$ cat src/rtl/core_pkg.sv
// Shared decode constants: opcodes, ALU operation codes and the control-bundle layout.
package core_pkg;

  typedef enum logic [6:0] {
    OPC_LOAD   = 7'b0000011,
    OPC_OP_IMM = 7'b0010011,
    OPC_AUIPC  = 7'b0010111,
    OPC_STORE  = 7'b0100011,
    OPC_OP     = 7'b0110011,
    OPC_LUI    = 7'b0110111,
    OPC_BRANCH = 7'b1100011,
    OPC_JALR   = 7'b1100111,
    OPC_JAL    = 7'b1101111
  } opcode_e;

  localparam logic [4:0] ALU_AND      = 5'd0;
  localparam logic [4:0] ALU_OR       = 5'd1;
  localparam logic [4:0] ALU_ADD      = 5'd2;
  localparam logic [4:0] ALU_XOR      = 5'd3;
  localparam logic [4:0] ALU_SLL      = 5'd4;
  localparam logic [4:0] ALU_SRL      = 5'd5;
  localparam logic [4:0] ALU_SUB      = 5'd6;
  localparam logic [4:0] ALU_LT       = 5'd7;
  localparam logic [4:0] ALU_GE       = 5'd8;
  localparam logic [4:0] ALU_CHOOSEB  = 5'd10;
  localparam logic [4:0] ALU_EQ       = 5'd11;
  localparam logic [4:0] ALU_NE       = 5'd12;
  localparam logic [4:0] ALU_LTU      = 5'd13;
  localparam logic [4:0] ALU_GEU      = 5'd14;
  localparam logic [4:0] ALU_SRA      = 5'd15;
  localparam logic [4:0] ALU_MUL_BASE = 5'd16;
  localparam logic [4:0] ALU_ZERO     = 5'd31;

  // Field order fixes the bit positions of out_ctl, reg_write at bit 8 down to illegal at bit 0.
  typedef struct packed {
    logic reg_write;
    logic mem_read;
    logic mem_write;
    logic alu_src;
    logic pc_src_a;
    logic branch_c;
    logic branch_uc;
    logic branch_relative;
    logic illegal;
  } ctl_t;

endpackage

$ cat src/rtl/decode_fields.sv
// Combinational RV32/RV64 field decode: immediate, ALU op, register indices, control bundle.
module decode_fields
  import core_pkg::*;
#(
  parameter int XLEN   = 32,
  parameter int REG_AW = 5,
  parameter int EN_M   = 0
) (
  input  logic [31:0]       instr,
  output logic [XLEN-1:0]   imm,
  output logic [4:0]        alu_ctl,
  output logic [REG_AW-1:0] rs1,
  output logic [REG_AW-1:0] rs2,
  output logic [REG_AW-1:0] rd,
  output ctl_t              ctl,
  output logic [2:0]        mem_size
);

  localparam bit RV64 = (XLEN == 64);

  opcode_e           opc;
  logic [2:0]        f3;
  logic [6:0]        f7;
  logic signed [31:0] imm32;
  logic              shamt_ok;

  function automatic logic [XLEN-1:0] sext(input logic signed [31:0] v);
    return XLEN'(v);
  endfunction

  assign rs1 = REG_AW'(instr[19:15]);
  assign rs2 = REG_AW'(instr[24:20]);
  assign rd  = REG_AW'(instr[11:7]);
  assign imm = sext(imm32);

  always_comb begin
    opc      = opcode_e'(instr[6:0]);
    f3       = instr[14:12];
    f7       = instr[31:25];
    shamt_ok = RV64 ? 1'b1 : !instr[25];
    imm32    = '0;
    alu_ctl  = ALU_ZERO;
    ctl      = '0;
    mem_size = '0;
    case (opc)
      OPC_LUI: begin
        imm32 = {instr[31:12], 12'b0};
        alu_ctl = ALU_CHOOSEB;
        ctl.reg_write = 1'b1;
      end
      OPC_AUIPC: begin
        imm32 = {instr[31:12], 12'b0};
        alu_ctl = ALU_ADD;
        ctl.reg_write = 1'b1;
      end
      OPC_JAL: begin
        imm32 = {{11{instr[31]}}, instr[31], instr[19:12], instr[20], instr[30:21], 1'b0};
        alu_ctl = ALU_CHOOSEB;
        ctl.reg_write = 1'b1;
        ctl.branch_uc = 1'b1;
      end
      OPC_JALR: begin
        imm32 = {{20{instr[31]}}, instr[31:20]};
        alu_ctl = ALU_ADD;
        ctl.reg_write = 1'b1;
        ctl.branch_uc = 1'b1;
        ctl.illegal = (f3 != 3'b000);
      end
      OPC_BRANCH: begin
        imm32 = {{19{instr[31]}}, instr[31], instr[7], instr[30:25], instr[11:8], 1'b0};
        ctl.branch_c = 1'b1;
        case (f3)
          3'b000:  alu_ctl = ALU_EQ;
          3'b001:  alu_ctl = ALU_NE;
          3'b100:  alu_ctl = ALU_LT;
          3'b101:  alu_ctl = ALU_GE;
          3'b110:  alu_ctl = ALU_LTU;
          3'b111:  alu_ctl = ALU_GEU;
          default: ctl.illegal = 1'b1;
        endcase
      end
      OPC_LOAD: begin
        imm32 = {{20{instr[31]}}, instr[31:20]};
        alu_ctl = ALU_ADD;
        ctl.reg_write = 1'b1;
        ctl.mem_read = 1'b1;
        mem_size = f3;
        ctl.illegal = !((f3 inside {3'd0, 3'd1, 3'd2, 3'd4, 3'd5}) ||
                        (RV64 && (f3 inside {3'd3, 3'd6})));
      end
      OPC_STORE: begin
        imm32 = {{20{instr[31]}}, instr[31:25], instr[11:7]};
        alu_ctl = ALU_ADD;
        ctl.mem_write = 1'b1;
        mem_size = f3;
        ctl.illegal = !((f3 <= 3'd2) || (RV64 && (f3 == 3'd3)));
      end
      OPC_OP_IMM: begin
        imm32 = {{20{instr[31]}}, instr[31:20]};
        ctl.reg_write = 1'b1;
        case (f3)
          3'b000: alu_ctl = ALU_ADD;
          3'b010: alu_ctl = ALU_LT;
          3'b011: alu_ctl = ALU_LTU;
          3'b100: alu_ctl = ALU_XOR;
          3'b110: alu_ctl = ALU_OR;
          3'b111: alu_ctl = ALU_AND;
          3'b001: begin
            alu_ctl = ALU_SLL;
            ctl.illegal = (instr[31:26] != 6'b0) || !shamt_ok;
          end
          default: begin
            alu_ctl = instr[30] ? ALU_SRA : ALU_SRL;
            ctl.illegal = instr[31] || (instr[29:26] != 4'b0) || !shamt_ok;
          end
        endcase
      end
      OPC_OP: begin
        ctl.reg_write = 1'b1;
        if (f7 == 7'b0000000) begin
          case (f3)
            3'b000:  alu_ctl = ALU_ADD;
            3'b001:  alu_ctl = ALU_SLL;
            3'b010:  alu_ctl = ALU_LT;
            3'b011:  alu_ctl = ALU_LTU;
            3'b100:  alu_ctl = ALU_XOR;
            3'b101:  alu_ctl = ALU_SRL;
            3'b110:  alu_ctl = ALU_OR;
            default: alu_ctl = ALU_AND;
          endcase
        end else if (f7 == 7'b0100000 && f3 == 3'b000) begin
          alu_ctl = ALU_SUB;
        end else if (f7 == 7'b0100000 && f3 == 3'b101) begin
          alu_ctl = ALU_SRA;
        end else if (f7 == 7'b0000001 && EN_M != 0) begin
          alu_ctl = ALU_MUL_BASE + {2'b00, f3};
        end else begin
          ctl.illegal = 1'b1;
        end
      end
      default: ctl.illegal = 1'b1;
    endcase

    // Compressed encodings are not supported, so anything without 2'b11 in the low bits traps.
    if (instr[1:0] != 2'b11) ctl.illegal = 1'b1;

    ctl.alu_src         = !(opc == OPC_OP || opc == OPC_BRANCH);
    ctl.pc_src_a        = (opc == OPC_AUIPC);
    ctl.branch_relative = (opc != OPC_JALR);

    if (ctl.illegal) begin
      alu_ctl       = ALU_ZERO;
      ctl.reg_write = 1'b0;
      ctl.mem_read  = 1'b0;
      ctl.mem_write = 1'b0;
      ctl.branch_c  = 1'b0;
      ctl.branch_uc = 1'b0;
      mem_size      = '0;
    end
    if (instr[11:7] == 5'd0) ctl.reg_write = 1'b0;
  end

endmodule

$ cat src/rtl/decode_stage.sv
// Decode pipeline stage: one-entry valid/ready register around the combinational field decoder.
module decode_stage
  import core_pkg::*;
#(
  parameter int XLEN   = 32,
  parameter int REG_AW = 5,
  parameter int EN_M   = 0
) (
  input  logic              clk,
  input  logic              rst,
  input  logic              flush,
  input  logic              in_valid,
  output logic              in_ready,
  input  logic [31:0]       in_instr,
  input  logic [XLEN-1:0]   in_pc,
  output logic              out_valid,
  input  logic              out_ready,
  output logic [XLEN-1:0]   out_pc,
  output logic [XLEN-1:0]   out_imm,
  output logic [4:0]        out_alu_ctl,
  output logic [REG_AW-1:0] out_rs1,
  output logic [REG_AW-1:0] out_rs2,
  output logic [REG_AW-1:0] out_rd,
  output logic [8:0]        out_ctl,
  output logic [2:0]        out_mem_size
);

  logic [XLEN-1:0]   dec_imm;
  logic [4:0]        dec_alu;
  logic [REG_AW-1:0] dec_rs1, dec_rs2, dec_rd;
  ctl_t              dec_ctl;
  logic [2:0]        dec_msize;

  logic              vld_p1;
  logic [XLEN-1:0]   pc_p1, imm_p1;
  logic [4:0]        alu_p1;
  logic [REG_AW-1:0] rs1_p1, rs2_p1, rd_p1;
  ctl_t              ctl_p1;
  logic [2:0]        msize_p1;

  decode_fields #(.XLEN(XLEN), .REG_AW(REG_AW), .EN_M(EN_M)) u_fields (
    .instr    (in_instr),
    .imm      (dec_imm),
    .alu_ctl  (dec_alu),
    .rs1      (dec_rs1),
    .rs2      (dec_rs2),
    .rd       (dec_rd),
    .ctl      (dec_ctl),
    .mem_size (dec_msize)
  );

  // Reset and flush keep the port open; whatever fetch offers in those cycles is dropped.
  assign in_ready = rst || flush || !vld_p1 || out_ready;

  // Stage boundary: decoded bundle registered into _p1, presented to execute.
  always_ff @(posedge clk) begin
    if (rst) begin
      vld_p1   <= 1'b0;
      pc_p1    <= '0;
      imm_p1   <= '0;
      alu_p1   <= ALU_ZERO;
      rs1_p1   <= '0;
      rs2_p1   <= '0;
      rd_p1    <= '0;
      ctl_p1   <= '0;
      msize_p1 <= '0;
    end else if (flush) begin
      vld_p1 <= 1'b0;
    end else if (in_valid && in_ready) begin
      vld_p1   <= 1'b1;
      pc_p1    <= in_pc;
      imm_p1   <= dec_imm;
      alu_p1   <= dec_alu;
      rs1_p1   <= dec_rs1;
      rs2_p1   <= dec_rs2;
      rd_p1    <= dec_rd;
      ctl_p1   <= dec_ctl;
      msize_p1 <= dec_msize;
    end else if (out_ready) begin
      vld_p1 <= 1'b0;
    end
  end

  assign out_valid    = vld_p1;
  assign out_pc       = pc_p1;
  assign out_imm      = imm_p1;
  assign out_alu_ctl  = alu_p1;
  assign out_rs1      = rs1_p1;
  assign out_rs2      = rs2_p1;
  assign out_rd       = rd_p1;
  assign out_ctl      = ctl_p1;
  assign out_mem_size = msize_p1;

endmodule

$ cat config.mk
export PLATFORM = sky130hd
export DESIGN_NAME = decode_stage
export DESIGN_NICKNAME = d
export VERILOG_FILES = /design/src/rtl/core_pkg.sv /design/src/rtl/decode_fields.sv /design/src/rtl/decode_stage.sv
export SDC_FILE = /design/constraint.sdc
export NUM_CORES = 1
export LEC_CHECK = 0
export BUFFER_PORTS_ARGS = -buffer_cell sky130_fd_sc_hd__buf_2
export CORE_ASPECT_RATIO = 2
export CORE_MARGIN = 2
export CORE_UTILIZATION = 55
export DETAILED_ROUTE_END_ITERATION = 8
export HOLD_SLACK_MARGIN = 0.06
export MAX_ROUTING_LAYER = met4
export PLACE_DENSITY = 0.85
export SLEW_MARGIN = 20
export SYNTH_ARGS = -nofsm -noshare
export SYNTH_HDL_FRONTEND = slang
export SYNTH_HIERARCHICAL = 1
export SYNTH_SLANG_ARGS = --single-unit
$ cat constraint.sdc
create_clock -name clk -period 3.5 [get_ports clk]
set_input_delay 0.35 -clock clk [delete_from_list [all_inputs] [get_ports clk]]
set_output_delay 0.35 -clock clk [all_outputs]
set_load 0.05 [all_outputs]
==> metrics.sh <==
STATUS='finished, final reports clean'
WORST_HOLD_PATH_TYPE='input port to register'
POSTSYNTHNETCOUNT=670
WORSTREG2REGEND='out_pc[9]'
SYNTH_TOP_CELL_AREA_SHARE_PCT=35.7
ROUTE.VIAS.TOTAL=4580
SYNTH_SEQ_CELLS=97
FINAL.FILL_COUNT=854
PLACE_CONGESTION=0.937
YS_TOP_CELLS_BY_COUNT='186 x sky130_fd_sc_hd__nand2b_1, 97 x sky130_fd_sc_hd__dfxtp_1, 97 x sky130_fd_sc_hd__mux2i_1'
DIEAREA_UM2=10800
DRT-VIAS-PER-INSTANCE=5.34
CTS_SINKS=97
GRT_REMAINING_OVERFLOW=0
DETAILED_PLACER_S_ENDING_HPWL_MM=10.3
CLOCK.FMAX_MHz=404
TIMING.FINAL.CRIT_SHARE_PCT=70.8
TIMING.REG2REG.WORST_PATH_DEPTH=4
GRTUSAGETOTAL_PCT=25.5
PLACEMENT_ROWS=51
SYNTH_AREA_PER_CELL_UM2=9.05
TRITONCTS='done'
DRIVE_GT1_SHARE_PCT=26.4
SETUP_VIOL=0
IOS=167
CTSHOLDBUFFERS=0
CTS.REPAIR.RESIZED=0
SYNTH-EDFF-COUNT=0
FLOORPLAN.CORE_AREA_UM2=9700
SYNTHTOPCELLSBYAREA='sky130_fd_sc_hd__dfxtp_1 36%, sky130_fd_sc_hd__nand2b_1 21%, sky130_fd_sc_hd__mux2i_1 18%'
CRITPATHLAUNCHTYPE='input port'
CLKSLEWWORSTSETUPHOLDPATHS_NS=0.07
FRACTION_OF_REGISTERS_WITH_ASYNC_SET_OR_RESET_AFTER_SYNTHESIS_PCT=0
TIMING.HOLD.WORST_PATH_DEPTH=2
WORSTHOLDENDPOINT='out_valid'
WORST-R2R-SETUP-SLACK_NS=1.59
CRITICAL_PATH_ARRIVAL_NS=2.69
SETUP.WORST_PATH.START='in_instr[31]'
FINAL_AREA_UM2=6390
SYNTHFLOPTYPE='sky130_fd_sc_hd__dfxtp_1'
POST_SYNTH_INSTANCE_AREA_UM2=5440
TNS_NS=0
YOSYS.CELL_COUNT.TOP_TYPE='sky130_fd_sc_hd__nand2b_1'
GRT_START_MAX_NET_PINS=120
DRV_CAP=0
POWER_W=0.00255
DIE-HEIGHT_UM=145
CRITICAL_PATH_CLASS='input port to register'
TIMING.CLOCK.SKEW_NS=0.00752
GRT_PASS1_WL_MM=20.4
DRT-WIRELENGTH-PER-CELL_UM=16.2
WORSTSKEWPAIRLATENCY_NS=0.34
YOSYS.AREA.TOP_TYPE='sky130_fd_sc_hd__dfxtp_1'
CTS-ROOT-BUF='sky130_fd_sc_hd__clkbuf_16'
TRANSITION_TIME_AT_THE_PIN_WITH_THE_LEAST_SLEW_MARGIN_NS=0.858
SETUP_REPAIR_AFTER_GLOBAL_ROUTING_MISSED_ITS_MARGIN='false'
POWER.LEAKAGE_nW=2.87
DRT_WL_TOTAL_MM=13.9
FIRST_GLOBAL_VIAS=4246
GRT_ANTENNA_BEFORE_REPAIR=0
CTS_MADE_BUFFERS=9
REGISTER_AREA_SHARE_AFTER_SYNTHESIS_PCT=35.7
R2R_START='out_valid'
TIMING.CRITICAL_PATH.FANOUT_MAX=13
WORST_EP_REQUIRED_TIME_NS=3.72
PORT-BUFFER-COUNT=166
H-TREE-DEPTH=3
WORST_SETUP_PATH_END_KIND='register'
REPORT.FINAL.HOLD_VIOL_COUNT=0
CP_CELL_SEQUENCE='buf_2 > or4_4 > o41ai_2 > a21oi_1 > a211o_1 > or4_1 > nor2_1 > mux2i_1'
POST-ROUTE-MIN-PERIOD_NS=2.48
DETAIL_ROUTE.FIRST_PASS.ITERATIONS=4
P_PER_AREA_nW_PER_UM2=398
ANTENNA_VIOLATING_NETS_POST_ROUTE=0
WORST_IR_DROP_VDD_mV=0.256
MAX_SLEW_MARGIN_PCT=42.6
PLACEMENT.CELL_AREA_UM2=6100
MAX-CLOCK-PATH-BUFFERS=2
POSTCTSSETUPBUFFERS=0
YOSYS_WARNINGS=6
DRT_ITER0_MARKERS=202
POST_SYNTH_NUM_CELL_TYPES=45
MAXSLEWVIOLCOUNT=0
DIEWIDTH_UM=74.3
HOLDCRITSTARTPOINT='in_valid'
POST_ROUTE_DRC_VIOLATION_COUNT=0
FLOW.AREA_GROWTH_FROM_SYNTHESIS_PCT=17.5
NNETSFINAL=790
TIMING.CRITICAL_PATH.SLOWEST_STAGE_CELL='sky130_fd_sc_hd__or4_4'
FLOORPLAN.INITIALDENSITY_PCT=56.1
SYN_INST=601
ANTENNADIODECOUNT=0
TIMING.CRITICAL_PATH.SLOWEST_CELL_DELAY_NS=0.56
## placed cells by master, fill, tap and decap left out, drive strengths merged, types with 2 or more instances in the layout
cell,n
a211o,2
a21o,20
a21oi,11
a22o,6
a31oi,2
a32o,3
and2,9
and3b,2
buf,171
clkbuf,9
clkinv,2
clkinvlp,2
dfxtp,97
inv,9
mux2i,97
nand2,11
nand2b,186
nand3,8
nand4,3
nand4b,3
nor2,23
nor2b,5
nor3,7
nor4,4
o21a,4
o21ai,12
or3,2
or4,2
## stage by stage
step	worst slack, ns	hold WS [ns]	utilization [%]	cells
finish	1.02	0.237	65.9	858
floorplan	1.13	0.474	-	601
detailed placement	0.699	0.459	62.9	842
global route	0.906	0.228	65.9	858
global placement	0.725	0.455	62.9	842
CTS	1.06	0.226	65.9	858
## how the worst max path moves through the flow
stage,endpoint,slack (ns),depth (start not counted)
2_1_floorplan,out_alu_ctl[2],1.13,7
3_3_place_gp,out_alu_ctl[2],0.72,8
3_5_place_dp,out_alu_ctl[2],0.70,8
4_1_cts,out_alu_ctl[2],1.06,8
5_1_grt,out_alu_ctl[2],0.91,8
6_report,out_alu_ctl[2],1.02,8
## flip-flops by register name, summed over array words and instances (netlist names), 3 cells and up
signal and flops:
out_alu_ctl 5, out_ctl 9, out_imm 32, out_mem_size 3, out_pc 32, out_rd 5, out_rs1 5, out_rs2 5
## final cells by class
type	count	area [um2]	share of cell area [%]
clock buffer	9	225	3.52
clock inverter	7	65.1	1.02
inverter	6	22.5	0.352
multi-input combinational	436	3090	48.3
timing repair buffer	171	883	13.8
sequential	97	1940	30.4
tap	132	165	2.58
## worst max-delay path, delay by kind of cell
family	cells	cell delay, ns
buffers and inverters	1	0.13
AND/OR/NAND/NOR	3	1.23
multiplexers	1	0.09
AO/OA/AOI/OAI	3	0.89
## power breakdown
| part | switching, W | total [W] | internal (W) |
|---|---|---|---|
| Sequential | 0.0000169 | 0.00115 | 0.00114 |
| Combinational | 0.000285 | 0.000439 | 0.000154 |
| Clock | 0.000456 | 0.000953 | 0.000497 |
## layer usage
metal	wire (um)	track usage, %	up-vias	share of wire [%]
met2	7320	44.5	167	53
met5	0	-	-	0
met3	662	4.16	37	4.8
li1	-	-	2249	-
met4	671	14.8	0	4.8
met1	5270	26.3	2127	38
## cells by family (layout without fill, tap and decap cells)
family          count (synthesis)  in the layout  synth area share, %
compound gates                 69             69                 8.97
xor+xnor                        1              1                0.161
flops                          97             97                 35.7
simple gates                  269            269                 29.7
buf+inv                        68            193                 7.59
mux                            97             97                 17.8
(Power assumes the default switching activity.)
